`src/rtl/led_sched_pkg.sv`:
```
// Shared types and helpers for the LED blink scheduler.
//   state_e    : scheduler states
//   MAX_REQ    : widest requester vector rr_pick can handle
//   tick_width : width of the tick down-counter for the given durations
//   rr_pick    : round-robin pick, returns a one-hot vector (zero if no request)
package led_sched_pkg;

    typedef enum logic [1:0] {
        IDLE = 2'd0,
        ON   = 2'd1,
        OFF  = 2'd2,
        GAP  = 2'd3
    } state_e;

    localparam int MAX_REQ = 32;

    function automatic int tick_width(input int on_t, input int off_t, input int gap_t);
        int m;
        m = on_t;
        if (off_t > m) m = off_t;
        if (gap_t > m) m = gap_t;
        return (m <= 1) ? 1 : $clog2(m);
    endfunction

    // Scan n requesters starting at ptr, wrapping n-1 -> 0; first set bit wins.
    function automatic logic [MAX_REQ-1:0] rr_pick(input logic [MAX_REQ-1:0] req,
                                                   input int ptr, input int n);
        logic [MAX_REQ-1:0] g;
        logic               found;
        int                 idx;
        g     = '0;
        found = 1'b0;
        for (int k = 0; k < MAX_REQ; k++) begin
            if (k < n && !found) begin
                idx = ptr + k;
                if (idx >= n) idx = idx - n;
                if (req[idx[4:0]]) begin
                    g[idx[4:0]] = 1'b1;
                    found       = 1'b1;
                end
            end
        end
        return g;
    endfunction

endpackage

```
`src/rtl/led_tick_timer.sv`:
```
// Loadable down-counter used to time each scheduler state.
//   clk, rst  : clock, async active-high reset
//   load      : load load_val this cycle (takes priority over counting)
//   load_val  : duration-1 of the state being entered
//   expired   : count has reached zero
//   count     : current count value
module led_tick_timer #(
    parameter int W = 3
) (
    input  logic         clk,
    input  logic         rst,
    input  logic         load,
    input  logic [W-1:0] load_val,
    output logic         expired,
    output logic [W-1:0] count
);

    logic [W-1:0] cnt_q, cnt_d;

    always_comb begin
        cnt_d = cnt_q;
        if (load)
            cnt_d = load_val;
        else if (cnt_q != '0)
            cnt_d = cnt_q - W'(1);
    end

    always_ff @(posedge clk or posedge rst) begin
        if (rst) cnt_q <= '0;
        else     cnt_q <= cnt_d;
    end

    assign expired = (cnt_q == '0);
    assign count   = cnt_q;

endmodule

```
`src/rtl/led_blink_sched.sv`:
```
// Round-robin scheduler sharing one blinking LED between NUM_REQ requesters.
// Each grant runs BLINKS on/off cycles followed by a dark gap, then releases.
//   clk, rst : clock, async active-high reset
//   enable   : low blocks new grants and aborts a running burst
//   req      : level request per requester (sampled only in IDLE)
//   grant    : one-hot LED owner, zero when idle
//   done     : one-cycle pulse on the owner's bit in the last GAP cycle
//   busy     : high whenever not IDLE
//   led      : LED drive, 1 = lit
// Optional feature macro: LED_PREEMPT_EN (req[0] preempts at the end of an OFF phase
// and always wins arbitration).
//
// state | meaning
// IDLE  | no owner; arbitrate when enabled and any req is set
// ON    | LED lit for ON_TICKS cycles
// OFF   | LED dark for OFF_TICKS cycles; next blink, gap, or preempt abort
// GAP   | LED dark for GAP_TICKS cycles; done pulses in the last one
module led_blink_sched
    import led_sched_pkg::*;
#(
    parameter int NUM_REQ   = 4,
    parameter int BLINKS    = 3,
    parameter int ON_TICKS  = 4,
    parameter int OFF_TICKS = 4,
    parameter int GAP_TICKS = 8
) (
    input  logic               clk,
    input  logic               rst,
    input  logic               enable,
    input  logic [NUM_REQ-1:0] req,
    output logic [NUM_REQ-1:0] grant,
    output logic [NUM_REQ-1:0] done,
    output logic               busy,
    output logic               led
);

    localparam int TW = tick_width(ON_TICKS, OFF_TICKS, GAP_TICKS);
    localparam int PW = (NUM_REQ <= 2) ? 1 : $clog2(NUM_REQ);
    localparam int BW = (BLINKS <= 2) ? 1 : $clog2(BLINKS);

    state_e             state_q, state_d;
    logic [NUM_REQ-1:0] grant_q, grant_d;
    logic [NUM_REQ-1:0] done_q, done_d;
    logic               led_q, led_d;
    logic               busy_q, busy_d;
    logic [BW-1:0]      blink_cnt_q, blink_cnt_d;
    logic [PW-1:0]      rr_ptr_q, rr_ptr_d;

    logic               tmr_load;
    logic [TW-1:0]      tmr_load_val;
    logic               tmr_expired;
    logic [TW-1:0]      tmr_count;

    logic [MAX_REQ-1:0] pick_full;
    logic [NUM_REQ-1:0] pick;
    logic [PW-1:0]      win_idx;
    logic               preempt;

    led_tick_timer #(.W(TW)) u_timer (
        .clk      (clk),
        .rst      (rst),
        .load     (tmr_load),
        .load_val (tmr_load_val),
        .expired  (tmr_expired),
        .count    (tmr_count)
    );

    always_comb begin
        pick_full = rr_pick(MAX_REQ'(req), 32'(rr_ptr_q), NUM_REQ);
        pick      = pick_full[NUM_REQ-1:0];
        preempt   = 1'b0;
`ifdef LED_PREEMPT_EN
        if (req[0]) pick = NUM_REQ'(1);
        preempt = req[0] && !grant_q[0];
`endif
        win_idx = '0;
        for (int i = 0; i < NUM_REQ; i++) begin
            if (pick[i]) win_idx = PW'(i);
        end
    end

    always_comb begin
        state_d     = state_q;
        grant_d     = grant_q;
        blink_cnt_d = blink_cnt_q;
        rr_ptr_d    = rr_ptr_q;

        case (state_q)
            IDLE: begin
                if (enable && (|req)) begin
                    state_d     = ON;
                    grant_d     = pick;
                    blink_cnt_d = '0;
                    rr_ptr_d    = (32'(win_idx) == NUM_REQ - 1) ? '0 : win_idx + PW'(1);
                end
            end
            ON: begin
                if (tmr_expired) state_d = OFF;
            end
            OFF: begin
                if (tmr_expired) begin
                    if (preempt) begin
                        state_d = IDLE;
                        grant_d = '0;
                    end else if (32'(blink_cnt_q) == BLINKS - 1) begin
                        state_d = GAP;
                    end else begin
                        state_d     = ON;
                        blink_cnt_d = blink_cnt_q + BW'(1);
                    end
                end
            end
            GAP: begin
                if (tmr_expired) begin
                    state_d = IDLE;
                    grant_d = '0;
                end
            end
            default: begin
                state_d = IDLE;
                grant_d = '0;
            end
        endcase

        if (!enable && state_q != IDLE) begin
            state_d = IDLE;
            grant_d = '0;
        end
    end

    // Timer reloads on every state change with the new state's duration-1.
    always_comb begin
        tmr_load     = (state_d != state_q);
        tmr_load_val = '0;
        case (state_d)
            ON:      tmr_load_val = TW'(ON_TICKS - 1);
            OFF:     tmr_load_val = TW'(OFF_TICKS - 1);
            GAP:     tmr_load_val = TW'(GAP_TICKS - 1);
            default: tmr_load_val = '0;
        endcase
    end

    // done is registered, so it is raised when the next cycle will be the
    // final GAP cycle (timer about to read zero while staying in GAP).
    always_comb begin
        led_d  = (state_d == ON);
        busy_d = (state_d != IDLE);
        done_d = '0;
        if (state_d == GAP &&
            ((tmr_load && tmr_load_val == '0) || (!tmr_load && tmr_count == TW'(1))))
            done_d = grant_d;
    end

    always_ff @(posedge clk or posedge rst) begin
        if (rst) begin
            state_q     <= IDLE;
            grant_q     <= '0;
            done_q      <= '0;
            led_q       <= 1'b0;
            busy_q      <= 1'b0;
            blink_cnt_q <= '0;
            rr_ptr_q    <= '0;
        end else begin
            state_q     <= state_d;
            grant_q     <= grant_d;
            done_q      <= done_d;
            led_q       <= led_d;
            busy_q      <= busy_d;
            blink_cnt_q <= blink_cnt_d;
            rr_ptr_q    <= rr_ptr_d;
        end
    end

    assign grant = grant_q;
    assign done  = done_q;
    assign led   = led_q;
    assign busy  = busy_q;

endmodule

```
`config.mk`:
```
export PLATFORM = sky130hd
export DESIGN_NAME = led_blink_sched
export DESIGN_NICKNAME = d
export VERILOG_FILES = /design/src/rtl/led_sched_pkg.sv /design/src/rtl/led_tick_timer.sv /design/src/rtl/led_blink_sched.sv
export SDC_FILE = /design/constraint.sdc
export NUM_CORES = 1
export LEC_CHECK = 0
export ABC_AREA = 1
export ABC_CLOCK_PERIOD_IN_PS = 2200
export BUFFER_PORTS_ARGS = -buffer_cell sky130_fd_sc_hd__buf_2
export CAP_MARGIN = 5
export CORE_MARGIN = 5
export CORE_UTILIZATION = 50
export CTS_BUF_LIST = sky130_fd_sc_hd__clkbuf_16
export DETAILED_ROUTE_END_ITERATION = 10
export PLACE_DENSITY = 0.77
export SYNTH_ARGS = -nofsm -noshare
export SYNTH_HDL_FRONTEND = slang
export SYNTH_SLANG_ARGS = --single-unit
```
`constraint.sdc`:
```
create_clock -name clk -period 2.2 [get_ports clk]
set_input_delay 0.33 -clock clk [delete_from_list [all_inputs] [get_ports clk]]
set_output_delay 0.33 -clock clk [all_outputs]
set_load 0.02 [all_outputs]
```
==> metrics.txt <==
f_max between 0.5 and 0.6 GHz; hold_ws roughly 180 ps; first-pass GRT wire length 5347 um; # rows 20; Die Area 4379 sq um; DR WL/cell 10.47 um; Syn Nets 246; PortBufs 16; drt pass-1 iters 4; top layer in use met4; worst path cell trace inv_1 -> ha_1 -> nor2_1 -> o21ai_1 -> nand2_1 -> nand2_1 -> nand2_1 -> inv_2 -> nand2_1 -> nor3_1 -> nand2_2 -> nor2_1; die height 66.18 um; Area Overhead vs Synth 15.94%; VDD IR max 0.8238 mV; # DRC 0; CTS root buffer clkbuf_16; Worst Setup End Kind flip-flop; Worst R2R End done[2]; synthesized flop and latch total 19; Tot GR Track Use 15.58%; wire length on met3 88 um; DR iter-0 viols 70; grt total ovfl 0; CTS Hold Buffers Added 0; CP arrival 2160 ps; mean post-synth cell area 7.044 sq um; type of origin of the critical path flip-flop; synth warn 0; metal1 wirelength 1582 um; Max-cap violations 0; DP HPWL 2481 um; number of distinct library cells after synthesis 22; WL met2 1354 um; total power 2.901 mW; clk_lat worst skew 250 ps; Post-CTS Resized 0; level count of the clock H-tree 1; Die Width between 60 and 70 um; Reg clk slew, reported paths roughly 50 ps; CTS buffer count 3; Worst EP required 2380 ps; Layout Cells excl Fill 293; Final Util 60.41%; vias in the first global route 1253; Fin. Hold Viols 0; worst-path maximum fanout 5; Worst R2R Setup Slack 220 ps; max-slew violation count 0; worst slew pin tran between 600 and 700 ps; Pwr per Cell Area 1586 nW/um^2; I/O pin cnt 17; clk_skew around 0.82 ps; GPL Wtd Cong around 0.86; R2R Path Start state_q[0]; placed cell count 289; Max-slew headroom 54.77%; Worst path most repeated cell nand2_1; Clock Path Buffers 2; cell family with most CP delay simple AND/OR/NAND/NOR gates; Layout Nets about 270; fin crit share 89.84%; CTS tree yes; post-route ant nets 0; fraction of layout cells with a size suffix above 1 20.48%; DR vias 1403; Fin Setup TNS 0 ps; final count of negative-setup-slack endpoints 0; Leak 1.033 nW; total wire length 3067 um; Via density 4.788; Crit Path Category reg2reg; Inserted Diodes 0; sequential fraction of the synthesis area 30.13%; status completed; CP Buf/Inv Count 2; Clock Sinks 19; R2R depth 12; crit path time final 1976 ps; Post-CTS Setup Repair Bufs 0; Initial Util between 50% and 60%; RSZ-0062 raised after global routing false; Mapped Area ~1600 sq um; largest net degree at the start of global routing 20; Worst path slowest cell dfrtp_1; core area 3028 sq um; type of the most critical hold path in2async; max incr delay on CP between 400 and 500 ps; initial antenna violation count 0; Post-Synthesis Cells between 200 and 250
power by group:
part	total [mW]	switching (mW)	internal, mW	leakage (nW)
Sequential	0.538	0.0690	0.469	0.247
Clock	0.361	0.119	0.241	0.0423
Combinational	2.00	1.31	0.694	0.744
Total	2.90	1.50	1.40	1.03
registers in the layout, indices dropped and copies added, names as in the netlist:
register       count
blink_cnt_q        2
busy               1
done               4
grant              4
led                1
rr_ptr_q           2
state_q            2
u_timer.count      3
layer usage:
layer  vias up  track usage [%]
li1        752                -
met1       628            21.82
met2        18            24.29
met3         5            1.871
met4         0            6.091
met5         -                0
Yosys cell counts, drive strengths merged:
library cell  instances  area share (%)
nor3                  2            0.95
o21ai                18             5.7
nand2                76              21
dfrtp                19              30
a21oi                 1            0.32
inv                  35             8.3
a21boi                1            0.48
nand3                24              11
nor2                 27             7.1
o22ai                 1            0.40
xor2                  2             1.1
ha                   15              12
nand4                 3             1.2
kinds of logic after synthesis:
group | after synthesis | share of synthesized area, %
adder cells (fa/ha/maj) | 15 | 11.90
XOR/XNOR | 2 | 1.110
AND/OR/NAND/NOR | 132 | 41.63
AO/OA/AOI/OAI | 21 | 6.900
flip-flops | 19 | 30.14
buffers and inverters | 35 | 8.327
worst max-delay path by stage:
stage / slack (ps) / startpoint / to / cells past startpoint
6_report: 220 / state_q[0] / done[2] / 12
4_1_cts: 230 / state_q[0] / done[2] / 12
3_5_place_dp: 300 / state_q[0] / done[2] / 12
3_3_place_gp: 400 / state_q[0] / done[2] / 12
5_1_grt: 30 / state_q[0] / done[2] / 12
2_1_floorplan: 360 / rr_ptr_q[1] / rr_ptr_q[1] / 12
placed cells by master (no fill, tap or decap):
cell	n
nor3_2	1
buf_4	5
nand4_1	3
nand3_1	17
nand2_1	64
nand2_4	1
inv_1	33
inv_2	3
nand2_8	1
dfrtp_1	19
o22ai_1	1
o21ai_1	6
a21oi_1	1
nand3_2	4
ha_1	15
a21boi_0	1
buf_2	16
nand3_4	3
o21ai_0	12
xor2_1	2
nor3_1	1
nor2_2	4
nand2_2	10
nor2_1	23
clkbuf_16	3
area by class of cell:
| class | count | area [sq um] |
|---|---|---|
| Fill cell | 274 | 1199 |
| Tap cell | 44 | 55.05 |
| Sequential cell | 19 | 475.5 |
| Multi-Input combinational cell | 170 | 970.9 |
| Timing Repair Buffer | 21 | 117.6 |
| Inverter | 35 | 131.4 |
| Clock buffer | 3 | 75.07 |
| Clock inverter | 1 | 3.754 |
stage by stage:
stage | area (sq um) | setup WS, ps
after floorplan | 1578 | 361.9
after global placement | 1750 | 404.6
after detailed placement | 1750 | 301.0
after CTS | 1829 | 226.3
after global routing | 1829 | 26.02
final | 1829 | 223.5
Note: power is estimated with default switching activity, not from simulation.
